[src/rtl/keypad_pkg.sv]
// Shared types and helpers for the 4x4 matrix keypad scanner.
// Contents: scan FSM state enum, key code type, idle row pattern, row priority encoder.
package keypad_pkg;

    typedef enum logic [1:0] {
        SCAN,
        DEBOUNCE,
        HELD,
        RELEASE
    } kp_state_t;

    typedef logic [3:0] key_code_t;

    localparam logic [3:0] ROWS_IDLE = 4'b1111;

    // Lowest-index row pulled low; only meaningful when rows != ROWS_IDLE.
    function automatic logic [1:0] first_low(input logic [3:0] rows);
        logic [1:0] idx;
        if (!rows[0])      idx = 2'd0;
        else if (!rows[1]) idx = 2'd1;
        else if (!rows[2]) idx = 2'd2;
        else               idx = 2'd3;
        return idx;
    endfunction

endpackage

[src/rtl/keypad_tick_gen.sv]
// Scan prescaler: counts 0..SCAN_DIV-1 and flags the last count as the scan tick.
// Ports: clk, rst (sync, active-high), tick (high for one clk every SCAN_DIV clks).
module keypad_tick_gen #(
    parameter int SCAN_DIV = 16384
) (
    input  logic clk,
    input  logic rst,
    output logic tick
);

    localparam int CW = (SCAN_DIV > 2) ? $clog2(SCAN_DIV) : 1;
    localparam logic [CW-1:0] LAST = CW'(SCAN_DIV - 1);

    logic [CW-1:0] cnt_q;
    logic [CW-1:0] cnt_d;

    assign tick = (cnt_q == LAST);

    always_comb begin
        cnt_d = tick ? '0 : cnt_q + CW'(1);
    end

    always_ff @(posedge clk) begin
        if (rst) cnt_q <= '0;
        else     cnt_q <= cnt_d;
    end

endmodule

[src/rtl/matrix_keypad_scanner.sv]
// 4x4 active-low keypad scanner: one column driven at a time, rows synchronized,
// first pressed key debounced and reported as {col,row} with a one-clk key_valid.
// Ports: clk, rst (sync, active-high), row_n[3:0] in, col_n[3:0], key_code[3:0],
//        key_valid, key_held out.
// Option: define KEYPAD_REPEAT_EN for auto-repeat strobes every REPEAT_TICKS ticks.
module matrix_keypad_scanner import keypad_pkg::*; #(
    parameter int SCAN_DIV       = 16384,
    parameter int DEBOUNCE_SCANS = 4
`ifdef KEYPAD_REPEAT_EN
    ,
    parameter int REPEAT_TICKS   = 256
`endif
) (
    input  logic            clk,
    input  logic            rst,
    input  logic [3:0]      row_n,
    output logic [3:0]      col_n,
    output key_code_t       key_code,
    output logic            key_valid,
    output logic            key_held
);

    localparam logic [7:0] DB_N = 8'(DEBOUNCE_SCANS);

    logic       tick;
    logic [3:0] sync1_q;
    logic [3:0] rs_q;

    kp_state_t  state_q, state_d;
    logic [1:0] col_q, col_d;
    key_code_t  cand_q, cand_d;
    key_code_t  code_q, code_d;
    logic [7:0] cnt_q, cnt_d;
    logic       valid_q, valid_d;
    logic       held_q, held_d;

    logic       press;
    logic [1:0] row_hit;
    logic       cand_low;
    logic [7:0] cnt_inc;

`ifdef KEYPAD_REPEAT_EN
    localparam int RW = $clog2(REPEAT_TICKS + 1);
    localparam logic [RW-1:0] REP_N = RW'(REPEAT_TICKS);
    logic [RW-1:0] rep_q, rep_d;
    logic [RW-1:0] rep_inc;
    assign rep_inc = rep_q + RW'(1);
`endif

    keypad_tick_gen #(
        .SCAN_DIV(SCAN_DIV)
    ) u_tick (
        .clk (clk),
        .rst (rst),
        .tick(tick)
    );

    assign press    = (rs_q != ROWS_IDLE);
    assign row_hit  = first_low(rs_q);
    assign cand_low = ~rs_q[cand_q[1:0]];
    assign cnt_inc  = cnt_q + 8'd1;

    assign col_n     = ~(4'b0001 << col_q);
    assign key_code  = code_q;
    assign key_valid = valid_q;
    assign key_held  = held_q;

    always_comb begin
        state_d = state_q;
        col_d   = col_q;
        cand_d  = cand_q;
        code_d  = code_q;
        cnt_d   = cnt_q;
        valid_d = 1'b0;
        held_d  = held_q;
`ifdef KEYPAD_REPEAT_EN
        rep_d   = rep_q;
`endif
        if (tick) begin
            unique case (state_q)
                SCAN: begin
                    if (!press) begin
                        col_d = col_q + 2'd1;
                    end else begin
                        cand_d = {col_q, row_hit};
                        if (DB_N == 8'd1) begin
                            // single-scan debounce accepts on the detecting tick
                            code_d  = {col_q, row_hit};
                            valid_d = 1'b1;
                            held_d  = 1'b1;
                            state_d = HELD;
`ifdef KEYPAD_REPEAT_EN
                            rep_d   = '0;
`endif
                        end else begin
                            cnt_d   = 8'd1;
                            state_d = DEBOUNCE;
                        end
                    end
                end
                DEBOUNCE: begin
                    if (cand_low) begin
                        cnt_d = cnt_inc;
                        if (cnt_inc == DB_N) begin
                            code_d  = cand_q;
                            valid_d = 1'b1;
                            held_d  = 1'b1;
                            state_d = HELD;
`ifdef KEYPAD_REPEAT_EN
                            rep_d   = '0;
`endif
                        end
                    end else begin
                        state_d = SCAN;
                        col_d   = col_q + 2'd1;
                    end
                end
                HELD: begin
                    if (!cand_low) begin
                        if (DB_N == 8'd1) begin
                            held_d  = 1'b0;
                            state_d = SCAN;
                            col_d   = col_q + 2'd1;
                        end else begin
                            cnt_d   = 8'd1;
                            state_d = RELEASE;
                        end
                    end else begin
`ifdef KEYPAD_REPEAT_EN
                        if (rep_inc == REP_N) begin
                            rep_d   = '0;
                            valid_d = 1'b1;
                        end else begin
                            rep_d = rep_inc;
                        end
`endif
                    end
                end
                RELEASE: begin
                    if (!cand_low) begin
                        cnt_d = cnt_inc;
                        if (cnt_inc == DB_N) begin
                            held_d  = 1'b0;
                            state_d = SCAN;
                            col_d   = col_q + 2'd1;
                        end
                    end else begin
                        // bounce back to pressed: no new strobe
                        state_d = HELD;
                    end
                end
                default: state_d = SCAN;
            endcase
        end
    end

    always_ff @(posedge clk) begin
        if (rst) begin
            sync1_q <= ROWS_IDLE;
            rs_q    <= ROWS_IDLE;
            state_q <= SCAN;
            col_q   <= 2'd0;
            cand_q  <= '0;
            code_q  <= '0;
            cnt_q   <= 8'd0;
            valid_q <= 1'b0;
            held_q  <= 1'b0;
`ifdef KEYPAD_REPEAT_EN
            rep_q   <= '0;
`endif
        end else begin
            sync1_q <= row_n;
            rs_q    <= sync1_q;
            state_q <= state_d;
            col_q   <= col_d;
            cand_q  <= cand_d;
            code_q  <= code_d;
            cnt_q   <= cnt_d;
            valid_q <= valid_d;
            held_q  <= held_d;
`ifdef KEYPAD_REPEAT_EN
            rep_q   <= rep_d;
`endif
        end
    end

endmodule

[config.mk]
export PLATFORM = sky130hd
export DESIGN_NAME = matrix_keypad_scanner
export DESIGN_NICKNAME = d
export VERILOG_FILES = /design/src/rtl/keypad_pkg.sv /design/src/rtl/keypad_tick_gen.sv /design/src/rtl/matrix_keypad_scanner.sv
export SDC_FILE = /design/constraint.sdc
export NUM_CORES = 1
export LEC_CHECK = 0
export CAP_MARGIN = 20
export CORE_AREA = 2 2 63 65
export CTS_BUF_LIST = sky130_fd_sc_hd__clkbuf_16
export CTS_CLUSTER_SIZE = 8
export DETAILED_ROUTE_END_ITERATION = 6
export DIE_AREA = 0 0 65 67
export PLACE_DENSITY_LB_ADDON = 0.08
export SYNTH_ARGS = -nofsm -noshare
export SYNTH_HDL_FRONTEND = slang
export SYNTH_HIERARCHICAL = 1
export SYNTH_SLANG_ARGS = --single-unit
[constraint.sdc]
create_clock -name clk -period 6.66 [get_ports clk]
set_input_delay 0.999 -clock clk [delete_from_list [all_inputs] [get_ports clk]]
set_output_delay 0.999 -clock clk [all_outputs]
set_load 0.02 [all_outputs]
; After elaboration in Yosys (flattened, before gate mapping)
; Index checks and enable logic that the tools add are counted.
[word_totals]
ff_bits = 44
inputBits = 6
[classes]
addsub = 3
order_cmp = 1
n_eq_ne = 16
shifts = 1
n_mux = 28
bitwise_logic = 4
reduce_logical = 11
[ops]
columns = op, n
row1 = 2-to-1 mux 8 bit, 4
row2 = case mux 8 bit (4 select lines), 1
row3 = 2-to-1 mux 2 bit, 12
row4 = inequality test 2 bit (second input constant), 8
row5 = adder 14 x 1 -> 14 bit (second input constant), 1
row6 = == test 14 bit (second input constant), 1
row7 = AND reduction 6 bit, 2
row8 = AND reduction 5 bit, 2
row9 = adder 8 x 1 -> 8 bit (second input constant), 1
row10 = == test 8 x 3 -> 1 bit (second input constant), 1
row11 = case mux 2 bit (4 select lines), 1
row12 = 2-to-1 mux 1 bit, 7
row13 = inequality test 3 bit (second input constant), 2
row14 = case mux 2 bit (3 select lines), 1
row15 = == test 2 bit (second input constant), 2
row16 = inequality test 4 bit (second input constant), 1
row17 = NOT 4 bit, 1
row18 = AND reduction 4 bit, 1
row19 = OR reduction 4 bit, 1
row20 = << shifter 1 x 2 -> 4 bit (first input constant), 1
row21 = less-than comparator 2 x 3 -> 1 bit (second input constant), 1
row22 = NOT 1 bit, 3
row23 = AND reduction 3 bit, 1
row24 = nonzero test 3 bit, 1
row25 = 7 further kinds, 7

; Logic depth before layout (Yosys ltp)
[logic_depth]
word_depth = 5
mapped_depth = 10

; Cells and area by module
; Netlist, hierarchy kept.
[modules_own_cells]
columns = mod, instances, cells_each, area_each_um2, seq_area_each_um2
row1 = matrix_keypad_scanner, 1, 160, 1416.4, 600.6
row2 = keypad_tick_gen, 1, 64, 691.9, 280.3

; Worst setup path before layout
; OpenSTA, ideal clock, no wires.
[synth_path]
path_kind = flip-flop to flip-flop
startpoint = register u_tick.cnt_q[0]
endpoint = register col_q[0]
t_arrival_ns = 2.400
slack_ns = 4.140
path_stages_with_launch = 10
n_path_buf = 1
synth_period_minus_slack_ns = 2.520
cell_sequence = dfxtp_1 ha_1 and3_1 buf_2 and3_4 and3_1 nand2_1 nor3_1 a21oi_1 mux2_2
[synth_between]
elab_chain_len = 2
[synth_lines]
columns = item, line_no
row1 = "start, declared", keypad_tick_gen.sv:14  ; logic [CW-1:0] cnt_q;
row2 = "start signal, assigned", keypad_tick_gen.sv:25  ; else cnt_q <= cnt_d;
row3 = == test 14 bit, keypad_tick_gen.sv:17  ; assign tick = (cnt_q == LAST);
row4 = net tick, matrix_keypad_scanner.sv:25  ; logic tick;
row5 = AND reduction 6 bit (no source line), --
row6 = "end signal, assigned", matrix_keypad_scanner.sv:175  ; col_q <= col_d;
row7 = "end, declared", matrix_keypad_scanner.sv:30  ; logic [1:0] col_q, col_d;
; The timed path passes the listed nets, and every way through them passes these cells.
; A chain may end at the register's enable or synchronous reset.

; Final worst setup path
; Ends and elaborated chain as after synthesis.

==> results.cfg <==
[run_status]
outcome = completed

[cts]
tritoncts = done
h-tree-depth = 2
post_cts_buffers = 0
cts-resized-gates = 0
clk_pin_slew_worst_paths_ns = 0.06
cts_buffers = 5
clk_latency_ns = 0.29
root_buffer = clkbuf_16
hold_buffers = 0
cts_sinks = 44
clockBufferDepth = 2

[setup_path]
r2r_start = u_tick/cnt_q[0]
worstPathArrival_ns = 3.02
crit_start = u_tick/cnt_q[0]
start_kind = flip-flop
critPathSlowestCell = nor3_1
reg2reg_slack_ns = 3.81
rr_worst_depth = 8
path_class = reg -> reg
cp_slowest_stage_delay_ns = 0.55
crit_path_cell_trace = ha_1, and3_1, and3_4, and3_1, nand2_1, nor3_1, a21oi_1, mux2_2
cpMostUsedCell = and3_1
cp-end-kind = flip-flop
cp_max_fo = 9
worstPathRequired_ns = 6.84

[yosys]
synth_cell_types = 46
synth_top_cell_by_area = dfxtp_1
yosysWarnings = 6
syn_nets = 236
syn-cell-area_um2 = 2110
synthCells = 224
syn_avg_cell_area_um2 = 9.41
synth-main-ff-cell = dfxtp_1
synthArstFlopShare = 0
yosys_register_bits = 44
yosys.area.top_type_share = 0.418
ys_top_cells_by_area = dfxtp_1 (42%), nor2_4 (4.8%), xor2_1 (4.2%), ha_1 (3.6%), a21oi_1 (3.3%)
synth_edf_count = 0
ys_seq_area_frac = 0.418

[sta]
max_freq_mhz = 351
worstMarginPinSlew_ns = 0.679
finClkSkew_ns = 0.00479
relSlewSlack = 0.546
hold_viol = 0
period_needed_ns = 2.85
final_max_slew_viol_count = 0
min_period_over_period = 0.427
rsz0062_at_grt = no
setup_viol = 0
setup_ws_ns = 3.81
whs_ns = 0.406
tns_ns = 0

[placed_design]
placed_area_um2 = 2260
hpwlAfterDp_um = 2630
port_buffers = 15
gp_congestion = 0.837
dp_slack_ns = 3.74

[pwr]
cellLeakagePower_nw = 0.871
ir_drop_mv = 0.129
p_per_area_nw_per_um2 = 231

[floorplan]
initial_core_util = 0.585
die_x_um = 65
dieArea_um2 = 4360
boundaryPins = 16
core_area_um2 = 3610
die_y_um = 67
core.rowCount = 22

[flow_run]
drv_cap = 0

[min_path]
min_path_type = reg -> reg
worstHoldStart = sync1_q[0]
hold-path-cell-count = 1

[layout]
drive_gt1_frac = 0.158
num_antenna_cells = 0
final_area_um2 = 2440
nFillCells = 296
finalNetCount = 251
area_growth_pct = 15.7
utilization = 0.676

[routing]
firstDrtPassIters = 4
routedWlPerCell_um = 12.9
vias_per_cell = 5.47
wl_um = 3710
ant_nets = 0
drtIter0Drc = 86
num_vias = 1574
drc = 0

[global_routing]
grt_pass1_vias = 1630
grt_pass1_wl_um = 6880
grt-ovfl-total = 0
grt_antenna_before_repair = 0
grt_start_max_net_pins = 37
grt_use_total = 0.208
state kept, by name, summed over array words and instances (netlist names), named ones only:
signal / count
state_q: 1
key_valid: 1
cnt_q: 8
sync1_q: 4
rs_q: 4
u_tick/cnt_q: 14
cand_q: 4
key_code: 4
key_held: 1
col_q: 2
through the flow:
stage	instances	power, mW
after CTS	287	0.569
after global placement	279	0.294
after detailed placement	279	0.295
after global routing	288	0.584
final	288	0.564
after floorplan	224	0.290
layout by cell type, fill, tap and decap left out, drive strengths merged, types with 2 or more instances in the layout:
cell           count
a21oi             14
and3               6
and4               3
clkbuf             5
clkdlybuf4s50     15
clkinv             2
dfxtp             44
ha                 6
inv               10
mux2               2
mux2i              6
nand2             18
nand2b             5
nand3             11
nand3b             2
nand4              8
nor2              28
nor2b              2
nor3               4
nor4               3
o21ai              5
or2               10
or3                3
xnor2              3
xor2              10
Yosys cell counts (all sizes together) (5+ instances only):
cell     n
dfxtp   44
o21ai    5
nand4    8
nand3   11
a21oi   14
nand2   18
nor2    28
nand2b   5
and3     6
xor2    10
ha       6
or2     10
mux2i    6
inv     10
routing by layer:
metal | track usage | up-vias | part of all wire
li1 | - | 800 | -
met1 | 0.222 | 744 | 0.44
met2 | 0.379 | 23 | 0.51
met3 | 0.0574 | 7 | 0.035
met4 | 0.0931 | 0 | 0.020
met5 | 0 | - | 0
cells by family (layout without fill, tap and decap cells):
kind of cell | after synthesis | after routing | share of synthesized area
buffers and inverters | 18 | 34 | 0.0475
xor gates and xnor gates | 13 | 13 | 0.0576
muxes | 9 | 9 | 0.0499
adders and majority gates | 6 | 6 | 0.0356
DFF | 44 | 44 | 0.418
and+or+nand+nor | 106 | 106 | 0.300
AOI/OAI and AO/OA | 28 | 28 | 0.0914
final timing paths:
kind                                 end
worst max register to register  col_q[0]
worst min-delay path             rs_q[0]
worst max-delay path            col_q[0]
worst min register to register   rs_q[0]
area by class of cell:
type	instances	area (um2)	area share
multi-input cells	162	1130	0.462
flip-flops and latches	44	881	0.361
repair buffers	16	165	0.0677
clock buffers	5	125	0.0513
well taps	48	60.1	0.0246
clock inverters	3	42.5	0.0174
inverters	10	37.5	0.0154
worst max-delay path, delay by kind of cell (launching register included):
kind                     cells  cell delay, ns
adder cells (fa/ha/maj)      1            0.20
AO/OA/AOI/OAI                1            0.21
flip-flops                   1            0.38
AND/OR/NAND/NOR              5            1.64
multiplexers                 1            0.31
power breakdown:
part,internal [mW],switching (mW)
Sequential,0.267,0.00257
Combinational,0.00927,0.0115
Clock,0.176,0.0980
Total,0.452,0.112
No activity file was read; power rests on OpenSTA's default activity.
